## src/rtl/mbist_cmp_core.sv

```systemverilog
// Registered unsigned magnitude compare with valid, plus a
// same-cycle mismatch flag for the counter and capture logic.
module mbist_cmp_core #(
  parameter int DATA_W = 8
) (
  input  logic              clk,
  input  logic              rst_n,
  input  logic              in_valid,
  input  logic [DATA_W-1:0] a,
  input  logic [DATA_W-1:0] b,
  output logic              mismatch,
  output logic              res_valid,
  output logic              gt,
  output logic              eq,
  output logic              lt
);

  assign mismatch = (a != b);

  always_ff @(posedge clk or negedge rst_n) begin
    if (!rst_n) begin
      res_valid <= 1'b0;
      gt        <= 1'b0;
      eq        <= 1'b0;
      lt        <= 1'b0;
    end else begin
      res_valid <= in_valid;
      if (in_valid) begin
        gt <= (a > b);
        eq <= (a == b);
        lt <= (a < b);
      end
    end
  end

endmodule

```

## config.mk

```make
export PLATFORM = sky130hd
export DESIGN_NAME = mbist_cmp_core
export DESIGN_NICKNAME = d
export VERILOG_FILES = /design/src/rtl/mbist_cmp_core.sv
export SDC_FILE = /design/constraint.sdc
export NUM_CORES = 1
export LEC_CHECK = 0
export ABC_AREA = 1
export CORE_AREA = 2 2 39 41
export CTS_BUF_LIST = sky130_fd_sc_hd__clkbuf_8
export DETAILED_ROUTE_END_ITERATION = 10
export DIE_AREA = 0 0 41 43
export PLACE_DENSITY = 0.67
export SYNTH_ARGS = -nofsm -noshare
export SYNTH_HDL_FRONTEND = slang
export SYNTH_SLANG_ARGS = --single-unit
```

## constraint.sdc

```tcl
create_clock -name clk -period 1.29 [get_ports clk]
set_input_delay 0.258 -clock clk [delete_from_list [all_inputs] [get_ports clk]]
set_output_delay 0.258 -clock clk [all_outputs]
set_load 0.01 [all_outputs]
```

==> run metrics, run 1 <==
status finished, final reports clean; switching pwr ~160 uW; largest family of logic cells by synthesized area simple AND/OR/NAND/NOR gates; R2R cell count 3; CP Launch Type input port; sequential fraction of the synthesis area 0.2492; top-area cell type share of the netlist area 0.2492; Slew @ Worst Pin 0.1899 ns; layout cells sized above 1 0.5056; DRT Pass-1 Iters 3; Synth Register Bits 4; Max H-tree Level 1; combinational group share of total power 0.351; number of top-level pins 24; critical path class in2out; worst r2r src gt; Crit. End Element primary output; Die Wd roughly 40 um; Vias ~450; post-DR vias/cell ~4.3; initial core utilization 0.2902; leakage 0.0004175 uW; DRC 0; I/O Buffers 23; CTS sink cnt 4; clock latency on the worst-skew pair 0.21 ns; worst hold margin between 0.2 and 0.25 ns; DR WL met3 around 70 um; pwr/cell area a little under 800 nW/um2; Syn Nets 84; total core area 1384 um2; Max Cap Violations 0; first-pass GRT wire length 1.476 mm; Yosys warning count 0; cts hold-fix bufs 0; CP endpoint mismatch; Mapped Cells 57; synthesis-to-layout area growth 98.44%; Die H 43 um; Top Metal Used met4; Post-Synth Adder-Cell Area 0.2492; Data required, critical path 1.03 ns; vias in the first global route a little over 400; Wirelength per Cell 8.619 um; initial DRC count 3; highest clock rate between 0.7 and 0.8 GHz; sequential share of power 0.227; synth unique cells 13; total gr overflow 0; peak supply drop 0.2790 mV; final WL 905 um; final period utilization 0.9954; Max-slew headroom 0.8730; clock power share 0.422; HPWL after detailed placement roughly 710 um; CTS tree yes; Area contributors post-synth dfrtp_1 (25%), ha_1 (25%), inv_1 (15%); met2 WL 471 um; Worst Skew 0 ns; post-synthesis xor/xnor area fraction 0; pin count of the biggest net entering global routing 5; R2R Setup Slk between 0.5 and 0.6 ns; RD Place Congestion between 0.6 and 0.7; clk buf depth 2; RSZ-0062 raised after global routing false; ant diodes 0; post-route ant nets 0; Worst Setup SP a[1]; total power after layout 615.7 uW; hold crit path type in2async; number of buffers created by CTS 3; Worst Path Arrival 1.03 ns; Worst R2R End gt; crit path time final roughly 1.3 ns; DRT met1 WL 341 um; Synth Area in Compound Gates 0.06542; Switching Share 0.2582; Root Buffer clkbuf_8; mux cell area share after synthesis 0; Site Rows 14; die area around 1800 um2; initial antenna violation count 0; clk slew on worst S/H paths 0.03 ns; Slew Viols, Final 0; Hold Vio Cnt, Final 0; area leader, netlist dfrtp_1; Final #Nets roughly 120; gr usage total 0.1222; CP Max Fanout 2; Synth Area in Simple Gates 0.2866; Post-Syn Area per Cell 7.046 um2; Synth Cell Area between 400 and 500 um2; Pint 456.8 uW; final-report setup violation count 0
-- sequential cells by signal (all words and copies together), names as in the netlist --
name       count
lt             1
res_valid      1
eq             1
gt             1
-- cell families (layout without fill, tap and decap cells) --
| kind of cell | after synthesis | count (layout) |
|---|---|---|
| simple gates | 25 | 25 |
| buf+inv | 16 | 48 |
| fa+ha+maj | 8 | 8 |
| compound gates | 4 | 4 |
| flops | 4 | 4 |
-- worst min path at each step --
stage / slack, ns / endpoint / cells past startpoint / start
after floorplan: -0.04 / eq / 0 / rst_n
after global placement: 0.46 / eq / 2 / eq
after detailed placement: 0.48 / gt / 1 / rst_n
after CTS: 0.25 / gt / 1 / rst_n
after global routing: 0.25 / gt / 1 / rst_n
final: 0.25 / gt / 1 / rst_n
-- through the flow --
stage	setup slack (ns)	TNS (ns)	instances	area (um2)	utilization
detailed placement	-0.7752	-2.032	101	689.4	0.4982
floorplan	0.1229	0	57	401.6	-
global route	0.0002474	0	105	797.0	0.5759
global placement	-0.7616	-1.965	101	689.4	0.4982
finish	0.005911	0	105	797.0	0.5759
CTS	-0.0001624	-0.0001624	105	778.2	0.5624
-- cells in the mapped netlist --
cell type / n
inv_1: 16
nand2_1: 15
ha_1: 8
dfrtp_1: 4
nor2_1: 3
nand2_2: 2
nor2_2: 2
o21ai_0: 2
a21boi_2: 1
a21oi_1: 1
nand3_1: 1
nand4_1: 1
nor2_4: 1
-- power groups by stage --
stage          clock network, uW  registers [uW]  logic [uW]
3_5_place_dp                   0             141         185
5_1_grt                      278             140         242
4_1_cts                      266             140         211
3_3_place_gp                   0             141         182
2_1_floorplan                  0             147        71.9
6_report                     260             140         216
-- cell usage in the layout (no fill, tap or decap) --
master            n
clkdlybuf4s50_1   2
nand2_2           2
ha_1              1
nand2_1          13
o21ai_0           2
buf_4             6
buf_6             5
a21oi_1           1
inv_1             8
dlygate4sd2_1     8
nor2_2            2
buf_2             8
nor2_1            3
a21boi_2          1
clkbuf_8          3
nand2_4           2
nand3_1           1
nor2_4            1
nand4_1           1
inv_2             8
ha_4              7
dfrtp_1           4
-- routing by layer --
metal / track usage / vias up
met2: 0.1938 / 18
met4: 0.08000 / 0
li1: - / 234
met3: 0.03141 / 3
met5: 0 / -
met1: 0.1342 / 199
-- critical path: stages --
cell           delay [ns]
dlygate4sd2_1        0.26
ha_4                 0.27
nand4_1              0.09
buf_2                0.15
-- what timing repair did --
action / in CTS / in global routing
buffers inserted: 1 / 0
gates resized for setup: 75 / 3
gates cloned: 0 / 0
setup endpoints to repair: 8 / 1
hold endpoints to repair: 0 / 0
pin swaps: 12 / 6
-- layout make-up --
| type | count | area [um2] |
|---|---|---|
| Tap cell | 16 | 20.02 |
| Timing Repair Buffer | 29 | 231.5 |
| Multi-Input combinational cell | 37 | 344.1 |
| Clock buffer | 3 | 41.29 |
| Sequential cell | 4 | 100.1 |
| Inverter | 16 | 60.06 |
| Fill cell | 133 | 586.8 |
Note: power is estimated with default switching activity, not from simulation.
==> run 2, diff against run 1 <==
Settings changed: PLACE_DENSITY 0.67 to 0.74.
==> run 2 against run 1 <==
Net effect: sequential share of layout area is 0.56 points lower; combinational power is 9.3% higher; clock power hardly changed; clock skew stayed put; largest cell class unchanged.
==> run metrics, run 2 (synthesis results as in run 1) <==
status finished, final reports clean; DRC 0; hold crit path type in2async; I/O Buffers 23; Die Wd 41 um; Data required, critical path approximately 1 ns; critical path class in2out; ant diodes 0; Die H between 40 and 50 um; initial DRC count 4; layout cells sized above 1 0.5604; final period utilization 0.9859; non-filler cells, final roughly 110; clk slew on worst S/H paths 0.03 ns; leakage 0.0004427 uW; clk buf depth 2; Root Buffer clkbuf_8; peak supply drop 0.3122 mV; CTS tree yes; RSZ-0062 raised after global routing true; dpl ws -0.7878 ns; final-report setup violation count 0; die area 1763 um2; number of buffers created by CTS 3; post-DR vias/cell 4.393; CP Launch Type input port; CP Depth 7; met2 WL between 500 and 600 um; RD Place Congestion 0.6670; Crit. End Element primary output; Vias 470; first-pass GRT wire length 1.614 mm; final WL about 1.0 mm; gr usage total 0.1384; post-route ant nets 0; Post-DP Area ~690 um2; Max Cap Violations 0; initial core utilization 0.2902; Worst Skew 0 ns; Top Metal Used met4; layout filler cell count 122; Slew @ Worst Pin 0.1944 ns; Placed Instances 101; crit-path cells buf_6 > inv_4 > ha_4 > nand2_4 > nor2_4 > nand4_1 > buf_2; pwr/cell area 764.1 nW/um2; pin count of the biggest net entering global routing 5; CP max stage cell ha_4; DRT met1 WL 399 um; Final #Nets 120; Max-slew headroom 0.8704; CTS sink cnt 4; vias in the first global route 449; highest clock rate 0.7863 GHz; total core area around 1400 um2; setup TNS 0 ns; Slew Viols, Final 0; Max H-tree Level 1; CP Max Fanout 2; total gr overflow 0; cts hold-fix bufs 0; slowest cell delay on critical path between 0.2 and 0.3 ns; number of top-level pins 24; Worst Path Arrival 1.01 ns; HPWL after detailed placement 700.9 um; fin area 834.6 um2; crit path time final 1.272 ns; Hold Vio Cnt, Final 0; Site Rows 14; synthesis-to-layout area growth 107.8%; WP buf/inv 3; DRT Pass-1 Iters 2; clock latency on the worst-skew pair 0.22 ns; R2R cell count 3; Wirelength per Cell around 10 um; final setup margin roughly 0.018 ns; CP delay by family, top adder cells; commonest cells after routing, fill and taps aside nand2_1 (11), inv_1 (9), dlygate4sd2_1 (8), buf_2 (8), buf_4 (8); commonest non-fill, non-tap cell in the layout nand2_1; DR WL met3 63 um; initial antenna violation count 0
-- run 2: final cells by class --
class	count	area [um2]	share of cell area
flip-flops and latches	4	100.1	0.1199
well taps	16	20.02	0.02399
multi-input cells	37	370.4	0.4438
inverters	16	62.56	0.07496
clock buffers	3	41.29	0.04948
repair buffers	31	240.2	0.2879
-- run 2: through the flow --
step                hold slack [ns]    util  total power (uW)
finish                       0.2437  0.6031             637.7
global route                 0.2465  0.6031             675.3
CTS                          0.2447  0.5769             626.6
detailed placement           0.4727  0.4982             327.5
global placement             0.4642  0.4982             322.7
floorplan                  -0.03759       -             218.9
-- run 2: layer usage --
metal	track usage	vias to the layer above
met5	0	-
met4	0.1200	0
met3	0.01571	4
met2	0.2500	16
met1	0.1186	208
li1	-	242
-- run 2: timing repair --
item                       CTS  global route
setup endpoints to repair    8             3
pin swaps                   18             8
resized for setup           72            13
buffers inserted             4             0
-- run 2: path summary, 6_finish.rpt --
| check | from | endpoint | slack, ns |
|---|---|---|---|
| worst max register to register | gt | gt | 0.57 |
| max in group asynchronous | rst_n | res_valid | 0.88 |
| worst max-delay path | b[7] | mismatch | 0.02 |
| worst min-delay path | rst_n | lt | 0.24 |
| worst min register to register | lt | lt | 0.47 |
| min in group clk | lt | lt | 0.47 |
-- run 2: worst register-to-register path, cell delays in order (launching register included) --
cell and delay [ns]:
dfrtp_1 0.36, nand2_1 0.06, a21boi_2 0.16, nor2_2 0.04
-- run 2: where the power goes --
part	internal [uW]	switching (uW)	leakage, uW
clock network	199	63.8	0.0000216
logic	130	106	0.000372
registers	136	3.47	0.0000496
total	465	173	0.000443
